## src/rtl/random_arbiter.sv

```systemverilog
// rtl/random_arbiter.sv - round-robin arbiter handing out bounded pseudo-random draws
//
// Purpose:
//   Requesters share one free-running 4-bit random source. The arbiter picks an
//   owner round-robin. It then samples rand_in until the value falls under the
//   owner's bound. If the bound rejects MAX_TRIES samples in a row, the owner
//   gets a fallback grant with value 0.
//
// Ports:
//   clk       in   clock, rising edge
//   rst_n     in   asynchronous active-low reset
//   rand_in   in   [3:0]        current LFSR value, advances every clk
//   req       in   [N_REQ-1:0]  level requests, held until granted
//   bound     in   [4*N_REQ-1:0] per-requester upper bound, 0 = unbounded
//   gnt       out  [N_REQ-1:0]  one-hot single-cycle grant pulse
//   rand_val  out  [3:0]        delivered value, held until the next grant
//   rand_fb   out  1            delivered value is a fallback (forced 0)
//   busy      out  1            arbiter is not idle

module random_arbiter #(
  parameter int N_REQ     = 4,
  parameter int MAX_TRIES = 4
) (
  input  logic               clk,
  input  logic               rst_n,
  input  logic [3:0]         rand_in,
  input  logic [N_REQ-1:0]   req,
  input  logic [4*N_REQ-1:0] bound,
  output logic [N_REQ-1:0]   gnt,
  output logic [3:0]         rand_val,
  output logic               rand_fb,
  output logic               busy
);

  localparam int OW = $clog2(N_REQ);

  typedef enum logic [1:0] {IDLE, SAMPLE, GRANT} state_t;

  state_t            state_q, state_d;
  logic [OW-1:0]     owner_q, owner_d;
  logic [OW-1:0]     last_owner_q, last_owner_d;
  logic [3:0]        tries_q, tries_d;
  logic [N_REQ-1:0]  gnt_q, gnt_d;
  logic [3:0]        rand_val_q, rand_val_d;
  logic              rand_fb_q, rand_fb_d;

  logic [OW-1:0]     rr_pick;
  logic [OW-1:0]     cand;
  logic [3:0]        owner_bound;
  logic              accept;

  // Round-robin pick starting one past the last owner. Walking the offsets from
  // farthest to nearest lets the nearest requesting index overwrite the others.
  always_comb begin
    rr_pick = last_owner_q;
    cand    = '0;
    for (int off = N_REQ; off >= 1; off--) begin
      cand = OW'((int'(last_owner_q) + off) % N_REQ);
      if (req[cand]) rr_pick = cand;
    end
  end

  // The owner's bound is read live every SAMPLE cycle.
  assign owner_bound = bound[{owner_q, 2'b00} +: 4];
  assign accept      = (owner_bound == 4'd0) || (rand_in < owner_bound);

  always_comb begin
    state_d      = state_q;
    owner_d      = owner_q;
    last_owner_d = last_owner_q;
    tries_d      = tries_q;
    gnt_d        = '0;
    rand_val_d   = rand_val_q;
    rand_fb_d    = rand_fb_q;
    case (state_q)
      IDLE: begin
        if (|req) begin
          owner_d = rr_pick;
          tries_d = 4'd0;
          state_d = SAMPLE;
        end
      end
      SAMPLE: begin
        if (!req[owner_q]) begin
          // The owner withdrew, so drop the transaction and leave history untouched.
          state_d = IDLE;
        end else if (accept) begin
          rand_val_d   = rand_in;
          rand_fb_d    = 1'b0;
          gnt_d        = N_REQ'(1) << owner_q;
          last_owner_d = owner_q;
          state_d      = GRANT;
        end else if (tries_q == 4'(MAX_TRIES - 1)) begin
          rand_val_d   = 4'd0;
          rand_fb_d    = 1'b1;
          gnt_d        = N_REQ'(1) << owner_q;
          last_owner_d = owner_q;
          state_d      = GRANT;
        end else begin
          tries_d = tries_q + 4'd1;
        end
      end
      GRANT: begin
        // Spacer cycle so that consecutive grants never share a rand_in sample.
        state_d = IDLE;
      end
      default: state_d = IDLE;
    endcase
  end

  always_ff @(posedge clk or negedge rst_n) begin
    if (!rst_n) begin
      state_q      <= IDLE;
      owner_q      <= '0;
      last_owner_q <= OW'(N_REQ - 1);
      tries_q      <= 4'd0;
      gnt_q        <= '0;
      rand_val_q   <= 4'd0;
      rand_fb_q    <= 1'b0;
    end else begin
      state_q      <= state_d;
      owner_q      <= owner_d;
      last_owner_q <= last_owner_d;
      tries_q      <= tries_d;
      gnt_q        <= gnt_d;
      rand_val_q   <= rand_val_d;
      rand_fb_q    <= rand_fb_d;
    end
  end

  assign gnt      = gnt_q;
  assign rand_val = rand_val_q;
  assign rand_fb  = rand_fb_q;
  assign busy     = (state_q != IDLE);

endmodule
```

## config.mk

```make
export PLATFORM = sky130hd
export DESIGN_NAME = random_arbiter
export DESIGN_NICKNAME = d
export VERILOG_FILES = /design/src/rtl/random_arbiter.sv
export SDC_FILE = /design/constraint.sdc
export NUM_CORES = 1
export LEC_CHECK = 0
export ABC_AREA = 1
export BUFFER_PORTS_ARGS = -buffer_cell sky130_fd_sc_hd__buf_2
export CAP_MARGIN = 20
export CORE_MARGIN = 2
export CORE_UTILIZATION = 40
export DETAILED_ROUTE_END_ITERATION = 7
export HOLD_SLACK_MARGIN = 0.02
export PLACE_DENSITY = 0.69
export SKIP_LAST_GASP = 1
export SLEW_MARGIN = 20
export SYNTH_ARGS = -nofsm -noshare
export SYNTH_HDL_FRONTEND = slang
export SYNTH_SLANG_ARGS = --single-unit
```

## constraint.sdc

```tcl
create_clock -name clk -period 2.6 [get_ports clk]
set_input_delay 0.13 -clock clk [delete_from_list [all_inputs] [get_ports clk]]
set_output_delay 0.13 -clock clk [all_outputs]
set_load 0.03 [all_outputs]
```

==> reports/metrics.csv <==
metric,value,unit
synth-to-layout area growth,19.8,%
Worst Reg-to-Reg Cells,11,
CTS resizes,0,
fin crit share,82.2,%
Yosys cell types,23,
failing checks,design-rule violations,
die width,58.9,microns
cts bufs inserted,3,
H-tree Lvls,1,
Worst Path Arrival,2.33,ns
CTS sink cnt,19,
RR Endpoint,rand_fb,
Final GP Congestion,0.797,
Least-Margin Pin Slew,0.425,ns
slowest CP cell,dfrtp_1,
"flops & latches, synth",19,
largest net degree at the start of global routing,20,
max incr delay on CP,0.49,ns
critical path's top delay family,simple AND/OR/NAND/NOR gates,
CP Depth,11,
post-route core utilization,51.4,%
RSZ-0062 raised after global routing,false,
Max-cap violations,0,
total wire length after detailed routing,2560,microns
"Seq/Total Area, Yosys",39.7,%
Crit Path Category,reg2reg,
# port buffers,35,
Final Skew,0.00521,ns
Peak Freq,468,MHz
worst-path fanout max,9,
via/cell ratio,4.77,
core area,2810,sq um
Final Hold Fails,0,
area of the mapped netlist,1200,sq um
Ys Warns,0,
detailed-route via count,1139,
CP startpoint,owner_q[0],
status,"complete, but fails checks",
hold_buf cts,1,
setup TNS,0,ns
Syn Area/Cell,7.08,sq um
HP Start,rand_in[2],
initial antenna violation count,0,
crit-path cells,"nor2_1, a22oi_1, nand3_1, inv_2, ha_1, a21oi_1, nand2_1, nand3_2, nand2_2, nand2_1, nand2_1",
clock root cell,clkbuf_4,
DRC,2,
Worst-path clk slew,0.10,ns
"Top cell by count, worst path",nand2_1,
clock share of power,8.6,%
std cell rows,19,
Antenna diodes,0,
slack of the worst reg-to-reg path,0.46,ns
Die Y,58.9,microns
total global-route track usage,17.3,%
sequential power share,31.1,%
PnR Total Power,1.66,mW
1st-iter DRT viols,50,
Worst Path Buf+Inv,1,
Fillers,288,
Period minus WS final,2.14,ns
vias in the first global route,1125,
fin nets,239,
post-route ant nets,0,
Slew Limit Fails,0,
Post-Syn Instances,170,
VDD IR-drop max,0.000616,V
HPWL after DPL,2100,microns
clk_lat worst skew,0.29,ns
sw frac,51.7,%
gr ovfl total,0,
Worst setup EP type,flip-flop,
crit start category,flip-flop,
power per cell area,1150,nW/um^2
CP required,2.79,ns
internal power,0.801,mW
Die ar.,3460,sq um
Final Setup Violations,0,
Leakage,0.843,nW
clock buffer depth,2,
wire length per cell,10.7,microns
combinational fraction of design power,60.3,%
r2r startpoint,owner_q[0],
CP Capture Point,rand_fb,
layout cells sized above 1,26.9,%
switching pwr,0.859,mW
Worst Hold Class,in2reg,
first-pass GRT wire length,4610,microns
DRT Pass-1 Iters,6,
# IOs,36,
CTS tree,yes,
Initial Util,42.9,%
syn_nets,200,
slew margin rel.,71.7,%
postcts setup bufs,0,
==> worst min-delay path by stage <==
stage	slack, ns	endpoint	cells after the start
floorplan	-0.17	gnt[0]	0
finish	0.08	rand_val[2]	3
global placement	0.09	gnt[0]	1
detailed placement	0.09	gnt[0]	1
global route	0.08	rand_val[2]	3
CTS	0.07	rand_val[2]	3
==> synth_stat cells <==
master / number / share of area [%]
a21oi_1: 2 / 0.83
a21oi_2: 2 / 1.5
a22oi_1: 4 / 2.5
buf_2: 1 / 0.42
buf_4: 1 / 0.62
dfrtp_1: 17 / 35
dfstp_2: 2 / 4.4
ha_1: 4 / 4.2
inv_1: 17 / 5.3
inv_2: 5 / 1.6
nand2_1: 64 / 20
nand2_2: 2 / 1.0
nand3_1: 16 / 6.7
nand3_2: 4 / 3.3
nand4_1: 1 / 0.52
nor2_1: 14 / 4.4
nor2_2: 2 / 1.0
nor4_1: 1 / 0.52
o211ai_1: 2 / 1.2
o21ai_0: 5 / 2.1
or2_2: 1 / 0.52
xnor2_1: 1 / 0.73
xor2_1: 2 / 1.5
==> metrics by stage <==
step / std cells / setup WS [ns] / hold WS [ns] / instance area [sq um]
finish: 239 / 0.463 / 0.0842 / 1440
global route: 239 / 0.212 / 0.0831 / 1440
CTS: 239 / 0.488 / 0.0708 / 1440
detailed placement: 234 / 0.499 / 0.0862 / 1410
global placement: 234 / 0.491 / 0.0865 / 1410
floorplan: 170 / 0.729 / -0.166 / 1200
==> per-layer routing <==
layer	share of wire (%)	track usage (%)	wire length (microns)	vias up
met5	0	0	0	-
met4	0.66	2.92	17	0
met3	3.6	4.84	92	2
met2	44	28.4	1120	18
met1	52	23.1	1330	502
li1	-	-	-	617
==> sequential cells by signal, indices dropped and copies added, names as in the netlist <==
name / flops
owner_q: 2
last_owner_q: 2
state_q: 2
gnt: 4
rand_val: 4
rand_fb: 1
tries_q: 4
==> tightest hold or removal path: cells and delay by family <==
family	cells	cell delay [ns]
simple gates	2	0.13
buf+inv	1	0.09
==> cell usage in the layout, fill, tap and decap left out, drive strengths merged <==
| cell type | Yosys | routed |
|---|---|---|
| nand2 | 66 | 66 |
| buf | 2 | 35 |
| inv | 22 | 22 |
| nand3 | 20 | 20 |
| dfrtp | 17 | 17 |
| nor2 | 16 | 16 |
| o21ai | 5 | 5 |
| a22oi | 4 | 4 |
| ha | 4 | 4 |
| clkbuf | 0 | 4 |
| a21oi | 4 | 4 |
| xor2 | 2 | 2 |
| o211ai | 2 | 2 |
| dfstp | 2 | 2 |
| nand4 | 1 | 1 |
| nor4 | 1 | 1 |
| xnor2 | 1 | 1 |
| or2 | 1 | 1 |
| dlygate4sd3 | 0 | 1 |
==> logic make-up after synthesis <==
logic type | count (synthesis) | share of synthesized area [%]
AO/OA/AOI/OAI | 15 | 8.11
XOR/XNOR | 3 | 2.18
flip-flops | 19 | 39.7
adder cells (fa/ha/maj) | 4 | 4.16
AND/OR/NAND/NOR | 105 | 37.9
buffers and inverters | 24 | 7.90
==> area by class of cell <==
type                            instances  area (sq um)  share of cell area [%]
Inverter                               22          82.6                    5.73
Multi-Input combinational cell        127           631                    43.8
Timing Repair Buffer                   36           185                    12.8
Clock buffer                            4          26.3                    1.82
Tap cell                               31          38.8                    2.69
Sequential cell                        19           478                    33.2
==> power by group through the flow <==
stage / Clock, mW / Combinational [mW] / Sequential, mW
finish: 0.143 / 1.00 / 0.517
global route: 0.162 / 1.15 / 0.532
CTS: 0.149 / 1.01 / 0.517
detailed placement: 0 / 1.00 / 0.518
global placement: 0 / 0.997 / 0.523
floorplan: 0 / 0.735 / 0.564
No activity file was read; power rests on OpenSTA's default activity.
